[config.mk]
export PLATFORM = sky130hd
export DESIGN_NAME = jtframe_prog_pack
export DESIGN_NICKNAME = d
export VERILOG_FILES = /design/src/rtl/jtframe_prog_pack.sv
export SDC_FILE = /design/constraint.sdc
export NUM_CORES = 1
export LEC_CHECK = 0
export ABC_CLOCK_PERIOD_IN_PS = 3900
export CORE_UTILIZATION = 54
export CTS_CLUSTER_DIAMETER = 120
export DETAILED_ROUTE_END_ITERATION = 16
export GPL_TIMING_DRIVEN = 0
export HOLD_SLACK_MARGIN = 0.03
export PLACE_DENSITY = 0.89
export SKIP_CTS_REPAIR_TIMING = 1
export SLEW_MARGIN = 0
export SYNTH_ARGS = -nofsm -noshare
export SYNTH_HDL_FRONTEND = slang
export SYNTH_SLANG_ARGS = --single-unit
[constraint.sdc]
create_clock -name clk_rom -period 3.9 [get_ports clk_rom]
set_input_delay 0.78 -clock clk_rom [delete_from_list [all_inputs] [get_ports clk_rom]]
set_output_delay 0.78 -clock clk_rom [all_outputs]
set_load 0.03 [all_outputs]
[src/rtl/jtframe_prog_pack.sv]
// Download packer: queues HPS ioctl bytes in a small FIFO and issues them as SDRAM programming writes.
// Optional checksum of accepted bytes is enabled by defining JTFRAME_DWNLD_CHKSUM_EN.
module jtframe_prog_pack #(
    parameter int DEPTH = 4,
    parameter bit SWAB  = 1'b0
) (
    input  logic        clk_rom,
    input  logic        rst,
    input  logic        downloading,
    input  logic [22:0] ioctl_addr,
    input  logic [7:0]  ioctl_data,
    input  logic        ioctl_wr,
    input  logic        prog_rdy,
    output logic [21:0] prog_addr,
    output logic [7:0]  prog_data,
    output logic [1:0]  prog_mask,
    output logic        prog_we,
    output logic        prog_rd,
    output logic        dwnld_busy,
    output logic        overflow,
    output logic [15:0] chksum
);
    localparam int AW = $clog2(DEPTH);

    typedef enum logic [1:0] {IDLE, WR, GAP} state_t;

    state_t      state_reg, state_next;
    logic [30:0] fifo_mem [DEPTH];
    logic [AW:0] wr_ptr_reg, rd_ptr_reg;
    logic        dl_reg, busy_reg, ovf_reg;
    logic        push, pop, full, empty, accept, drop, dl_rise, issue;
    logic        lane;

    // Extra wrap bit on the pointers tells full from empty.
    assign empty   = (wr_ptr_reg == rd_ptr_reg);
    assign full    = (wr_ptr_reg[AW] != rd_ptr_reg[AW]) &&
                     (wr_ptr_reg[AW-1:0] == rd_ptr_reg[AW-1:0]);
    assign push    = ioctl_wr & downloading;
    assign pop     = (state_reg == WR) & prog_rdy;
    assign accept  = push & (~full | pop);
    assign drop    = push & full & ~pop;
    assign dl_rise = downloading & ~dl_reg;
    assign issue   = (state_reg == IDLE) & ~empty;
    assign lane    = fifo_mem[rd_ptr_reg[AW-1:0]][8] ^ SWAB;

    assign prog_rd    = 1'b0;
    assign dwnld_busy = busy_reg;
    assign overflow   = ovf_reg;

    always_ff @(posedge clk_rom) begin
        if (accept) begin
            fifo_mem[wr_ptr_reg[AW-1:0]] <= {ioctl_addr, ioctl_data};
        end
    end

    always_ff @(posedge clk_rom) begin
        if (rst) begin
            wr_ptr_reg <= '0;
            rd_ptr_reg <= '0;
            state_reg  <= IDLE;
            dl_reg     <= 1'b0;
            busy_reg   <= 1'b0;
            ovf_reg    <= 1'b0;
        end else begin
            if (accept) wr_ptr_reg <= wr_ptr_reg + 1'b1;
            if (pop)    rd_ptr_reg <= rd_ptr_reg + 1'b1;
            state_reg <= state_next;
            dl_reg    <= downloading;
            busy_reg  <= downloading | ~empty | (state_reg != IDLE);
            ovf_reg   <= (ovf_reg & ~dl_rise) | drop;
        end
    end

    always_comb begin
        state_next = state_reg;
        case (state_reg)
            IDLE:    if (!empty) state_next = WR;
            WR:      if (prog_rdy) state_next = GAP;
            GAP:     state_next = IDLE;
            default: state_next = IDLE;
        endcase
    end

    // The head entry is latched once on issue and held for the whole write.
    always_ff @(posedge clk_rom) begin
        if (rst) begin
            prog_addr <= '0;
            prog_data <= '0;
            prog_mask <= 2'b11;
            prog_we   <= 1'b0;
        end else if (issue) begin
            prog_addr <= fifo_mem[rd_ptr_reg[AW-1:0]][30:9];
            prog_data <= fifo_mem[rd_ptr_reg[AW-1:0]][7:0];
            prog_mask <= lane ? 2'b01 : 2'b10;
            prog_we   <= 1'b1;
        end else if (pop) begin
            prog_we   <= 1'b0;
        end
    end

`ifdef JTFRAME_DWNLD_CHKSUM_EN
    logic [15:0] sum_reg;

    always_ff @(posedge clk_rom) begin
        if (rst) begin
            sum_reg <= '0;
        end else begin
            sum_reg <= (dl_rise ? 16'h0000 : sum_reg) +
                       (accept ? {8'h00, ioctl_data} : 16'h0000);
        end
    end

    assign chksum = sum_reg;
`else
    assign chksum = 16'h0000;
`endif

endmodule

==> impl_results.md, run 1 <==
- Yosys top cell area share: 58.62%
- Setup TNS: 0 ns
- Worst hold-check path type: reg -> reg
- Post-synth top flop: edfxtp_1
- Most numerous cell in the Yosys netlist: edfxtp_1
- Power consumption: 4.277 mW
- FFs w/ async S/R, synth: 0%
- Cell Area, Placed: 0.007332 mm2
- GRT Total Usage: 20.74%
- Slew Limit Fails: 0
- Number of flip-flops in the largest register: 124
- Synth Register Bits: 170
- Drt initial violations: 241
- Die X: 110.5 um
- Hold slack: 0.4521 ns
- Post-synth EDFFs: 124
- Die H: 110.5 um
- RePlAce Congestion: 0.7238
- Startpoint Class: primary input
- Pin count of the biggest net entering global routing: 32
- Synth Warn #: 0
- CP Data Arrival Time: 2.76 ns
- MaxCap Viol Count: 0
- Core area: 0.01142 mm2
- Setup ws final: 1.186 ns
- Vias/cell: 5.430
- Post-route cell area: 0.007906 mm2
- WS Path Type: in -> reg
- RSZ-0062 raised after global routing: false
- WL met2: 6255 um
- Total grt overflow: 0
- Worst Path Max Fanout: 31
- Initial antenna violation count: 0
- Avg Cell Area, Syn: 16.67 um2
- Cells after Synth: 381
- Ports: 88
- Area contributors post-synth: edfxtp_1 (59%), dfxtp_1 (14%), mux4_2 (11%), nand2_1 (3.7%), a21oi_1 (2.5%)
- Antenna fix cells: 0
- CTS tree: yes
- Clock transition at path regs: 0.06 ns
- Fin cells: 642
- Sequential fraction of the synthesis area: 73.11%
- CTS Buf Count: 17
- Endpoints failing setup: 0
- Port Buf Inserts: 69
- Top cells by count, synth: edfxtp_1 (124), nand2_1 (63), dfxtp_1 (46)
- Total wire length: 11870 um
- Dpl hpwl: 7107 um
- Starting Density: 55.63%
- Layout cells sized above 1: 19.24%
- Drc violations: 0
- Clock Skew: 0.01058 ns
- Routed len/inst: 18.48 um
- CP required: 3.94 ns
- Area Growth Syn to Fin: 24.46%
- Pre-CTS setup slack: 0.7591 ns
- Routed via count: 3486
- Drt pass-1 iters: 4
- Max-slew headroom: 40.58%
- Outcome: completed
- First-pass GRT wire length: 18790 um
- Final core utilization: 69.24%
- Dpl cells: 610
- Root buffer cell: clkbuf_16
- Leakage: 2.664 nW
- Final hold violation count: 0
- Layout fillers: 750
- Met3 wire len: 768 um
- Worst Max-Slew Pin Slew: 0.8913 ns
- Clock Path Buffers: 2
- PD cells: 540.9 mW/mm2
- Post-Syn Area: 0.006352 mm2
- Crit. End Element: flop
- Rows: 39
- Final Cycle Share: 69.59%
- Die Area: 0.01220 mm2
- Max VDD drop: 0.0003503 V
- Wl on met1: 4646 um
- Clock latency at the later pin of the worst-skew pair: 0.42 ns
- Sink Count: 170
- Tmin final: 2.714 ns
- Post-synth top area cell: edfxtp_1
- Vias in the first global route: 3655
- H-tree depth: 4
- Nets: 527
- Synth cell types: 31
- Uppermost layer routed: met4
- Final ANT Viol Nets: 0
- Fmax: 368.5 MHz
kinds of logic (layout without fill, tap and decap cells):
logic type / count (synthesis) / after routing / synth area share [%]
compound gates: 41 / 41 / 4.038
xor+xnor: 8 / 8 / 1.339
fa+ha+maj: 5 / 5 / 0.9848
buf+inv: 38 / 140 / 3.723
flops: 170 / 170 / 73.11
mux: 33 / 33 / 11.31
other cells: 1 / 17 / 0.05903
simple gates: 85 / 85 / 5.436
layout make-up:
class                      instances  area [um2]  area share [%]
sequential                       170        4644           58.74
multi-input combinational        189        1554           19.66
timing repair buffer              70       718.2           9.084
clock buffer                      21       481.7           6.093
buffer                            34       221.5           2.801
tap                              143       178.9           2.263
clock inverter                    11       92.59           1.171
inverter                           4       15.01          0.1899
routing by layer:
layer / global-route usage [%] / vias to the layer above
met2: 34.58 / 137
met4: 7.733 / 0
li1: - / 1600
met3: 6.476 / 16
met5: 0 / -
met1: 25.49 / 1733
power by group:
group          internal (mW)  switching (mW)  total [mW]
combinational          0.257           0.344       0.601
clock                  0.945           0.658        1.60
sequential              2.03          0.0459        2.07
total                   3.23            1.05        4.28
critical path: stages:
cell and delay [ns]:
clkdlybuf4s50_1 0.51, nand3b_2 0.25, a41oi_2 0.41, and2_2 0.79
final timing paths:
check                     start             end  slack [ns]  cells after the start
setup / recovery       prog_rdy  fifo_mem[2][8]        1.19                      4
hold / removal    prog_addr[21]   prog_addr[21]        0.45                      2
setup reg to reg   state_reg[0]  fifo_mem[2][8]        1.52                      3
hold reg to reg   prog_addr[21]   prog_addr[21]        0.45                      2
placed cells by master, fill, tap and decap left out, types with 3 or more instances in the layout:
master	netlist	layout
and2_2	0	3
clkinv_2	0	3
buf_6	3	3
ha_1	5	5
dfxtp_1	46	46
xnor2_1	4	4
mux4_2	31	31
edfxtp_1	124	124
a21oi_1	32	32
nand2_1	63	63
conb_1	1	17
nor2_1	12	12
clkbuf_1	8	9
clkdlybuf4s50_1	0	69
buf_4	17	17
clkinvlp_4	0	3
buf_2	6	6
inv_1	4	4
clkbuf_16	0	18
No activity file was read; power rests on OpenSTA's default activity.
==> run 2, diff against run 1 <==
- ABC_CLOCK_PERIOD_IN_PS: 3900 -> 2200
- CORE_UTILIZATION: 54 -> 49
- PLACE_DENSITY: 0.89 -> 0.86
- clock period: 3.9 -> 2.2 ns (I/O delays scaled with it)
==> run 2 against run 1 <==
Compared with the run above:
- the flow now finishes with violations (setup timing)
- clock skew increased by 0.00066 ns
- via count shrank 0.75%
- first-iteration DRC count is 8.3% higher
- hold slack lost 0.022 ns
- design area grew 0.73%
- die area grew 10%
- sequential share of layout area down 0.42 points
- power rose by 81%
- combinational power rose by 78%
- count of clock-buffer cells in the layout fell by 1
- clock power is 86% higher
==> impl_results.md, run 2 (synthesis results as in run 1) <==
- Outcome: finished with violations
- Failing checks: setup timing
- CTS Buf Count: 17 (unchanged)
- Power consumption: 7.725 mW (+81%)
- Routed len/inst: 17.45 um (-5.6%)
- Fmax: 431.9 MHz
- Startpoint Class: flop
- Core area: 0.01262 mm2 (+11%)
- Hold slack: 0.4301 ns (-0.02194 ns)
- Endpoints failing setup: 62 (+62)
- Leakage: 2.671 nW (+0.25%)
- Tmin final: 2.315 ns
- Final hold violation count: 0 (unchanged)
- Initial antenna violation count: 0 (unchanged)
- PD cells: 970.0 mW/mm2 (+79%)
- Sink Count: 170 (unchanged)
- Ports: 88 (unchanged)
- Clock Path Buffers: 2 (unchanged)
- Clock transition at path regs: 0.06 ns (about the same)
- H-tree depth: 4 (unchanged)
- Dpl cells: 639 (+4.8%)
- Max VDD drop: 0.0006188 V (+77%)
- Number of flip-flops in the largest register: 124 (unchanged)
- WS Path Type: reg -> reg
- Final ANT Viol Nets: 0 (unchanged)
- Nets: 527 (unchanged)
- Crit-path max cell delay: 0.78 ns (about the same)
- CP required: 2.25 ns (-1.69 ns)
- Slew Limit Fails: 0 (unchanged)
- Dpl hpwl: 7341 um (+3.3%)
- Port Buf Inserts: 69 (unchanged)
- CP Data Arrival Time: 2.37 ns (-0.39 ns)
- Layout cells sized above 1: 19.04% (-0.20 points)
- Crit. End Element: flop
- Drt initial violations: 261 (+8.3%)
- Die X: 115.9 um (+4.9%)
- Final Cycle Share: 105.2%
- Bufs and invs on worst path: 0 (-1)
- CTS tree: yes
- Worst-path cell chain: nand3b_2, a41oi_2, and2_2
- Max-slew headroom: 41.83% (+1.3 points)
- Starting Density: 50.34% (-5.3 points)
- Clock Skew: 0.01124 ns (+0.0006594 ns)
- Rows: 41 (+5.1%)
- RSZ-0062 raised after global routing: true
- Die H: 115.9 um (+4.9%)
- Total wire length: 11710 um (-1.3%)
- Leading cell type in the layout, fill and taps excluded: edfxtp_1
- First-pass GRT wire length: 18000 um (-4.2%)
- Worst Path Max Fanout: 31 (unchanged)
- Worst Max-Slew Pin Slew: 0.8725 ns (-0.01879 ns)
- Setup TNS: -6.693 ns (-6.693 ns)
- Critical path's top delay family: simple AND/OR/NAND/NOR gates
- Fin cells: 671 (+4.5%)
- GRT Total Usage: 18.97% (-1.8 points)
- Worst hold-check path type: in -> reg
- Most frequent cells in the layout: edfxtp_1 (124), clkdlybuf4s50_1 (69), nand2_1 (63), dfxtp_1 (46), a21oi_1 (32)
- Pin count of the biggest net entering global routing: 32 (unchanged)
- RePlAce Congestion: 0.7598 (+5.0%)
- MaxCap Viol Count: 0 (unchanged)
- Area Growth Syn to Fin: 25.37%
- Setup ws final: -0.1154 ns (-1.301 ns)
- Drc violations: 0 (unchanged)
- Vias/cell: 5.156 (-5.0%)
- Slowest CP cell: and2_2
- Antenna fix cells: 0 (unchanged)
- Clock latency at the later pin of the worst-skew pair: 0.43 ns (about the same)
- Root buffer cell: clkbuf_16
- Drt pass-1 iters: 4 (unchanged)
- Routed via count: 3460 (-0.75%)
- R2R setup slack: -0.12 ns (-1.64 ns)
- Total grt overflow: 0 (unchanged)
- Vias in the first global route: 3512 (-3.9%)
- Die Area: 0.01342 mm2 (+10%)
run 2: cell type report:
cell class                      instances  area [um2]
Inverter                                4       15.01
Multi-Input combinational cell        189        1555
Buffer                                 34       221.5
Sequential cell                       170        4644
Fill cell                             896        4656
Timing Repair Buffer                   70       718.2
Clock buffer                           20       446.7
Tap cell                              172       215.2
Clock inverter                         12       147.6
run 2: worst paths after layout:
kind | from | to | cells past startpoint
setup reg to reg | state_reg[0] | fifo_mem[1][11] | 3
setup / recovery | state_reg[0] | fifo_mem[1][11] | 3
hold reg to reg | prog_addr[17] | prog_addr[17] | 2
hold / removal | rst | overflow | 2
run 2: stage by stage:
step	utilization, %	cell area, um2	worst slack, ns
after global placement	58.05	7326	-1.104
after global routing	63.11	7964	-0.2466
after floorplan	-	6420	0.006712
after CTS	63.10	7963	-0.1635
after detailed placement	58.39	7368	-0.5889
final	63.11	7964	-0.1154
run 2: layer usage:
layer	up-vias	global-route usage (%)	routed length, um
li1	1599	-	-
met5	-	0	0
met4	0	6.154	159
met1	1735	21.89	4687
met3	18	6.851	753
met2	108	32.94	6110
run 2: where the power goes:
| group | internal, mW | switching (mW) | total [mW] |
|---|---|---|---|
| sequential | 3.59 | 0.0782 | 3.67 |
| clock | 1.81 | 1.18 | 2.98 |
| combinational | 0.456 | 0.614 | 1.07 |
==> run 3, diff against run 2 <==
- SLEW_MARGIN: 0 -> 15
==> run 3 against run 2 <==
Compared with the run above:
- the flow still finishes with violations (setup timing)
- setup slack improved by 0.10 ns
- power grew 2.4%
- final cell count grew 0.45%
- die area unchanged
- largest cell class unchanged
- critical endpoint is now fifo_mem[2][6]
==> impl_results.md, run 3 (synthesis results as in run 1) <==
- Outcome: finished with violations
- Failing checks: setup timing
- Worst hold-check path type: reg -> reg
- Most frequent cells in the layout: edfxtp_1 (124), clkdlybuf4s50_1 (69), nand2_1 (63), dfxtp_1 (46), a21oi_1 (32)
- Worst Max-Slew Pin Slew: 0.7625 ns (-0.1100 ns)
- WS Path Type: reg -> reg
- Setup TNS: -0.1438 ns (+6.549 ns)
- Clock Skew: 0.005934 ns (-0.005303 ns)
- Starting Density: 50.34% (unchanged)
- Total grt overflow: 0 (unchanged)
- Max VDD drop: 0.0006611 V (+6.8%)
- Antenna fix cells: 0 (unchanged)
- Clock transition at path regs: 0.06 ns (about the same)
- Sink Count: 170 (unchanged)
- Die Area: 0.01342 mm2 (unchanged)
- Routed via count: 3446 (-0.40%)
- Number of flip-flops in the largest register: 124 (unchanged)
- Setup ws final: -0.01289 ns (+0.1025 ns)
- Layout cells sized above 1: 19.92% (+0.88 points)
- CP required: 2.33 ns (+0.08 ns)
- Final core utilization: 64.05% (+0.94 points)
- Vias in the first global route: 3542 (+0.85%)
- Port Buf Inserts: 69 (unchanged)
- Final ANT Viol Nets: 0 (unchanged)
- Drt pass-1 iters: 5 (+1)
- Core area: 0.01262 mm2 (unchanged)
- H-tree depth: 4 (unchanged)
- CP Data Arrival Time: 2.34 ns (-0.03 ns)
- Leading cell type in the layout, fill and taps excluded: edfxtp_1
- Endpoints failing setup: 18 (-71%)
- RePlAce Congestion: 0.7598 (unchanged)
- CTS Buf Count: 17 (unchanged)
- Drt initial violations: 246 (-5.7%)
- Tmin final: 2.213 ns (-0.1025 ns)
- RSZ-0062 raised after global routing: true
- Root buffer cell: clkbuf_16
- Final Cycle Share: 100.6% (-4.7 points)
- Ports: 88 (unchanged)
- Leakage: 2.724 nW (+2.0%)
- Vias/cell: 5.113 (-0.85%)
- First-pass GRT wire length: 18170 um (+0.96%)
- Pin count of the biggest net entering global routing: 20 (-38%)
- Rows: 41 (unchanged)
- Drc violations: 0 (unchanged)
- Startpoint Class: flop
- Routed len/inst: 17.66 um (+1.2%)
- Die X: 115.9 um (unchanged)
- Final hold violation count: 0 (unchanged)
- Fmax: 451.9 MHz (+4.6%)
- PD cells: 979.1 mW/mm2 (+0.93%)
- Clock latency at the later pin of the worst-skew pair: 0.42 ns (about the same)
- Total wire length: 11900 um (+1.6%)
- Crit. End Element: flop
- Worst Path Max Fanout: 18 (-42%)
- Area Growth Syn to Fin: 27.24%
- Slew Limit Fails: 0 (unchanged)
- Max-slew headroom: 49.00% (+7.2 points)
- Dpl hpwl: 7659 um (+4.3%)
- MaxCap Viol Count: 0 (unchanged)
- Clock Path Buffers: 2 (unchanged)
- CTS tree: yes
- Nets: 530 (+0.57%)
- GRT Total Usage: 19.15% (+0.18 points)
- Die H: 115.9 um (unchanged)
- Initial antenna violation count: 0 (unchanged)
==> run 3: through the flow <==
step / instances / area [um2] / hold WS, ns / power (mW) / worst slack (ns)
finish: 674 / 8083 / 0.4545 / 7.914 / -0.01289
global route: 674 / 8083 / 0.4590 / 8.169 / -0.08356
CTS: 674 / 8083 / 0.4286 / 7.955 / -0.009648
detailed placement: 642 / 7451 / 0.4478 / 4.820 / -0.4268
global placement: 638 / 7326 / 0.4422 / 4.776 / -1.104
floorplan: 397 / 6420 / 0.5188 / 4.404 / 0.006712
==> run 3: final cells by class <==
cell class	count	area, um2
Fill cell	902	4537
Clock buffer	18	439.2
Timing Repair Buffer	73	800.8
Multi-Input combinational cell	189	1554
Sequential cell	170	4644
Tap cell	172	215.2
Buffer	34	221.5
Inverter	4	15.01
Clock inverter	14	192.7
==> run 3: path summary, 6_finish.rpt <==
check | startpoint | end | slack [ns] | depth (start not counted)
max reg2reg | state_reg[0] | fifo_mem[2][6] | -0.01 | 4
min reg2reg | prog_addr[18] | prog_addr[18] | 0.45 | 2
max | state_reg[0] | fifo_mem[2][6] | -0.01 | 4
min | prog_addr[18] | prog_addr[18] | 0.45 | 2
==> run 3: worst max-delay path, cell delays in order, from the launching register on <==
cell,delay [ns]
dfxtp_1,0.50
nand3b_2,0.28
a41oi_2,0.40
and2_2,0.50
buf_16,0.23
==> run 3: where the power goes <==
group          switching (mW)  internal, mW  total, mW
clock                    1.22          1.94       3.16
combinational           0.615         0.467       1.08
sequential             0.0794          3.59       3.67
total                    1.92          6.00       7.91
==> run 3: layer usage <==
layer	vias to the layer above	track usage, %	share of wire (%)
li1	1608	-	-
met1	1709	21.91	40
met2	116	33.57	53
met3	13	6.276	6.1
met4	0	7.009	1.1
met5	-	0	0
